$ cat src/rtl/imm_pkg.sv
// imm_pkg: immediate format codes and per-format field positions/shifts for the ARM immediate extender
package imm_pkg;
  typedef enum logic [2:0] {
    FMT_D  = 3'd0,
    FMT_I  = 3'd1,
    FMT_B  = 3'd2,
    FMT_CB = 3'd3,
    FMT_IW = 3'd4
  } imm_fmt_t;
  localparam int D_HI = 20;
  localparam int D_LO = 12;
  localparam int I_HI = 21;
  localparam int I_LO = 10;
  localparam int B_HI = 25;
  localparam int B_LO = 0;
  localparam int B_SH = 2;
  localparam int CB_HI = 23;
  localparam int CB_LO = 5;
  localparam int CB_SH = 2;
  localparam int IW_HI = 20;
  localparam int IW_LO = 5;
  localparam int IW_HW_HI = 22;
  localparam int IW_HW_LO = 21;
endpackage

$ cat src/rtl/imm_field_extract.sv
// imm_field_extract: combinational (instr[31:0], fmt[2:0]) -> imm[WIDTH_OUT-1:0] extended/shifted immediate, err for illegal fmt
module imm_field_extract
  import imm_pkg::*;
#(
  parameter int WIDTH_OUT = 64
) (
  input  logic [31:0]          instr,
  input  logic [2:0]           fmt,
  output logic [WIDTH_OUT-1:0] imm,
  output logic                 err
);
  logic [WIDTH_OUT-1:0] d_ext, i_ext, b_ext, cb_ext, iw_ext;
  logic unused_bits;
  assign unused_bits = ^instr[31:26];
  assign d_ext  = WIDTH_OUT'($signed(instr[D_HI:D_LO]));
  assign i_ext  = WIDTH_OUT'(instr[I_HI:I_LO]);
  assign b_ext  = WIDTH_OUT'($signed(instr[B_HI:B_LO])) << B_SH;
  assign cb_ext = WIDTH_OUT'($signed(instr[CB_HI:CB_LO])) << CB_SH;
  assign iw_ext = WIDTH_OUT'(instr[IW_HI:IW_LO]) << {instr[IW_HW_HI:IW_HW_LO], 4'b0};
  always_comb begin
    err = fmt > 3'(FMT_IW);
    imm = fmt == 3'(FMT_D)  ? d_ext  :
          fmt == 3'(FMT_I)  ? i_ext  :
          fmt == 3'(FMT_B)  ? b_ext  :
          fmt == 3'(FMT_CB) ? cb_ext :
          fmt == 3'(FMT_IW) ? iw_ext : '0;
  end
endmodule

$ cat src/rtl/imm_extend_arbiter.sv
// imm_extend_arbiter: round-robin 2-requester (req_valid/req_ready, instrN, fmtN) immediate extender with registered out_valid/out_ready result (out_imm, out_src, out_err)
module imm_extend_arbiter
  import imm_pkg::*;
#(
  parameter int WIDTH_OUT = 64
) (
  input  logic                 clk,
  input  logic                 reset,
  input  logic [1:0]           req_valid,
  output logic [1:0]           req_ready,
  input  logic [31:0]          instr0,
  input  logic [31:0]          instr1,
  input  logic [2:0]           fmt0,
  input  logic [2:0]           fmt1,
  output logic                 out_valid,
  input  logic                 out_ready,
  output logic [WIDTH_OUT-1:0] out_imm,
  output logic                 out_src,
  output logic                 out_err
);
  logic                 last_grant;
  logic                 slot_free;
  logic [1:0]           grant;
  logic                 sel;
  logic [WIDTH_OUT-1:0] imm;
  logic                 err;
  assign slot_free = !out_valid || out_ready;
  // last_grant holds the index of the previous winner; on conflict the other one wins
  assign grant = req_valid == 2'b11 ? (last_grant ? 2'b01 : 2'b10) : req_valid;
  assign req_ready = slot_free && !reset ? grant : 2'b00;
  assign sel = req_ready[1];
  imm_field_extract #(.WIDTH_OUT(WIDTH_OUT)) u_extract (
    .instr (sel ? instr1 : instr0),
    .fmt   (sel ? fmt1 : fmt0),
    .imm   (imm),
    .err   (err)
  );
  always_ff @(posedge clk or posedge reset) begin
    if (reset) begin
      out_valid  <= 1'b0;
      out_imm    <= '0;
      out_src    <= 1'b0;
      out_err    <= 1'b0;
      last_grant <= 1'b1;
    end else if (|req_ready) begin
      out_valid  <= 1'b1;
      out_imm    <= imm;
      out_src    <= sel;
      out_err    <= err;
      last_grant <= sel;
    end else if (out_ready) begin
      out_valid  <= 1'b0;
    end
  end
endmodule

$ cat config.mk
export PLATFORM = sky130hd
export DESIGN_NAME = imm_extend_arbiter
export DESIGN_NICKNAME = d
export VERILOG_FILES = /design/src/rtl/imm_pkg.sv /design/src/rtl/imm_field_extract.sv /design/src/rtl/imm_extend_arbiter.sv
export SDC_FILE = /design/constraint.sdc
export NUM_CORES = 1
export LEC_CHECK = 0
export BUFFER_PORTS_ARGS = -buffer_cell sky130_fd_sc_hd__buf_2
export CORE_MARGIN = 2
export CORE_UTILIZATION = 57
export CTS_CLUSTER_SIZE = 25
export DETAILED_ROUTE_END_ITERATION = 7
export MAX_ROUTING_LAYER = met4
export PLACE_DENSITY = 0.91
export SYNTH_ARGS = -nofsm -noshare
export SYNTH_HDL_FRONTEND = slang
export SYNTH_SLANG_ARGS = --single-unit
$ cat constraint.sdc
create_clock -name clk -period 7.7 [get_ports clk]
set_input_delay 1.54 -clock clk [delete_from_list [all_inputs] [get_ports clk]]
set_output_delay 1.54 -clock clk [all_outputs]
set_load 0.02 [all_outputs]
==> run metrics <==
Tot GR Track Use 0.411; Row Count 34; Metal-1 WL approximately 7500 um; RSZ-0062 raised after global routing false; Port-buffer cells about 130; first-pass GRT wire length 29,700 um; Post-synth EDFFs 0; Final Critical Period roughly 5000 ps; fmax 198 MHz; Final Slew Violations 0; CTS root buf clkbuf_8; CP most frequent cell buf_2; Avg Vias per Cell ~7; Max stage delay on crit path 570 ps; hold path startpoint out_imm[3]$_DFFE_PP0P_; WS Path Type input port to output port; finished layout cell area roughly 0.0057 mm^2; DP HPWL approximately 13,000 um; die width 97.4 um; Final setup viols 0; vias in the first global route roughly 5,200; final hold viol count 0; ys async rst share 1.00; Worst-Margin Slew between 1000 and 1500 ps; Placed Area around 0.0055 mm^2; slew margin rel. 0.261; CTS tree done; Final Util 0.665; final clock period utilization by the worst path 0.656; Post-DRT Antenna Nets 0; die outline height 97.4 um; GP Congestion between 1 and 1.5; wire per inst 23.8 um; Layout area overhead 15.0%; worst r2r src out_valid$_DFFE_PP0P_; post-synthesis sequential area ratio 0.343; DRC 0; # H-tree levels 3; Crit path required time slightly above 6000 ps; CP cell instances buf_2 > nor2b_1 > or3_4 > clkinv_2 > buf_4 > buf_2; Avg Synthesized Cell Area 8.15 um^2; setup TNS 0 ps; most common cell after layout, fill and taps aside buf_2; Synth Flop Type dfrtp_1; Post-Route WL just under 20,000 um; VDD IR max between 0.0001 and 0.00015 V; worst path arrival time ~3500 ps; met3 WL around 2200 um; Reg clk slew, reported paths ~70 ps; Initial DRC Count approximately 690; largest net degree at the start of global routing roughly 70; flip-flop and latch count after synthesis between 60 and 70; post-synthesis cell area between 0.004 and 0.005 mm^2; Leak approximately 2.4 nW; Clk Latency, worst-skew pair roughly 350 ps; layout cells sized above 1 0.241; Synth cell types 63; skew final 11.8 ps; Critical Path Fanout Max between 60 and 70; HP Class register to register; die area ~0.0095 mm^2; highest metal layer with signal wires met4; CTS Buf Count 9; Layout Nets 770; Startpoint Class input port; core area around 0.0086 mm^2; status finished clean; Pwr Density 211 mW/mm^2; Starting Density 0.578; YS warnings 0; hold_buf cts 0; CP Buf/Inv Count 4; placed instance count between 700 and 800; most frequent cells in the layout 131 x buf_2, 78 x nor2_1, 67 x dfrtp_1, 44 x a21oi_1, 37 x o21ai_0; Antenna Cells 0; I/O pins roughly 140; Max Root-Sink Buffers 2; hold slack approximately 480 ps; Max Cap Viol 0; post-synthesis net count 685; TritonRoute pass-1 iters 7; slowest CP cell or3_4; setup bufs post-CTS 0; DR WL met2 roughly 8700 um; CTS sink cnt just under 70; cells resized by post-CTS repair 0; grt total ovfl 0; initial antenna violation count 0; vias after detailed routing 5,681; Worst setup startpoint out_ready; fin cells about 810; critical path's top delay family simple AND/OR/NAND/NOR gates; Post-Syn Instances 610; kind of end point of the critical path output port
-- layout make-up --
cell class                      count  area [um^2]
Tap cell                          108          135
Clock inverter                      6         63.8
Timing Repair Buffer              137          701
Fill cell                         758         2880
Sequential cell                    68         1700
Clock buffer                       10          128
Inverter                           10         38.8
Multi-Input combinational cell    469         2940
-- path summary, 6_finish.rpt --
| check | to | slack (ps) | depth (start not counted) |
|---|---|---|---|
| min in group asynchronous | out_valid$_DFFE_PP0P_ | 1520 | 3 |
| hold / removal | out_imm[3]$_DFFE_PP0P_ | 480 | 2 |
| setup / recovery | req_ready[1] | 2650 | 6 |
| setup reg to reg | out_imm[63]$_DFFE_PP0P_ | 4220 | 7 |
| hold reg to reg | out_imm[3]$_DFFE_PP0P_ | 480 | 2 |
| max in group asynchronous | out_imm[13]$_DFFE_PP0P_ | 5580 | 3 |
-- kinds of logic after synthesis --
logic type	synth area share
AO/OA/AOI/OAI	0.338
AND/OR/NAND/NOR	0.224
buffers and inverters	0.0652
flip-flops	0.343
multiplexers	0.0305
-- power breakdown --
group,total [W],switching [W],internal [W]
combinational,0.000433,0.000287,0.000146
sequential,0.000468,0.0000404,0.000428
clock,0.000305,0.000155,0.000150
total,0.00121,0.000482,0.000723
-- tightest hold or removal path: cells and delay by family, from the launching register on --
kind	cells	cell delay (ps)
AND/OR/NAND/NOR	1	40
AO/OA/AOI/OAI	1	60
flip-flops	1	340
-- cells in the mapped netlist (10+ instances only) --
master / n / share of area
nor2_1: 78 / 0.059
dfrtp_1: 67 / 0.34
a21oi_1: 44 / 0.044
clkbuf_1: 39 / 0.029
o21ai_0: 37 / 0.037
nand2_1: 30 / 0.023
nand2b_1: 26 / 0.033
a22oi_1: 23 / 0.035
buf_2: 18 / 0.018
nor3_1: 17 / 0.017
o22a_1: 16 / 0.028
a211oi_1: 15 / 0.023
a31oi_1: 15 / 0.019
mux2i_1: 14 / 0.028
a32oi_1: 12 / 0.021
nor2b_1: 12 / 0.015
and3_1: 10 / 0.013
-- registers in the layout, summed over array words and instances, names as in the netlist --
signal	cells
out_err	1
out_imm	64
out_src	1
out_valid	1
last_grant	1
-- layer usage --
layer / up-vias / track usage
met4: 0 / 0.165
met5: - / -
li1: 2472 / -
met3: 75 / 0.0906
met2: 384 / 0.610
met1: 2750 / 0.552
-- through the flow --
| step | worst slack [ps] | power (W) |
|---|---|---|
| CTS | 2730 | 0.00120 |
| detailed placement | 2740 | 0.000899 |
| global route | 2490 | 0.00125 |
| finish | 2650 | 0.00121 |
| floorplan | 3520 | 0.000739 |
| global placement | 2780 | 0.000887 |
No activity file was read; power rests on OpenSTA's default activity.
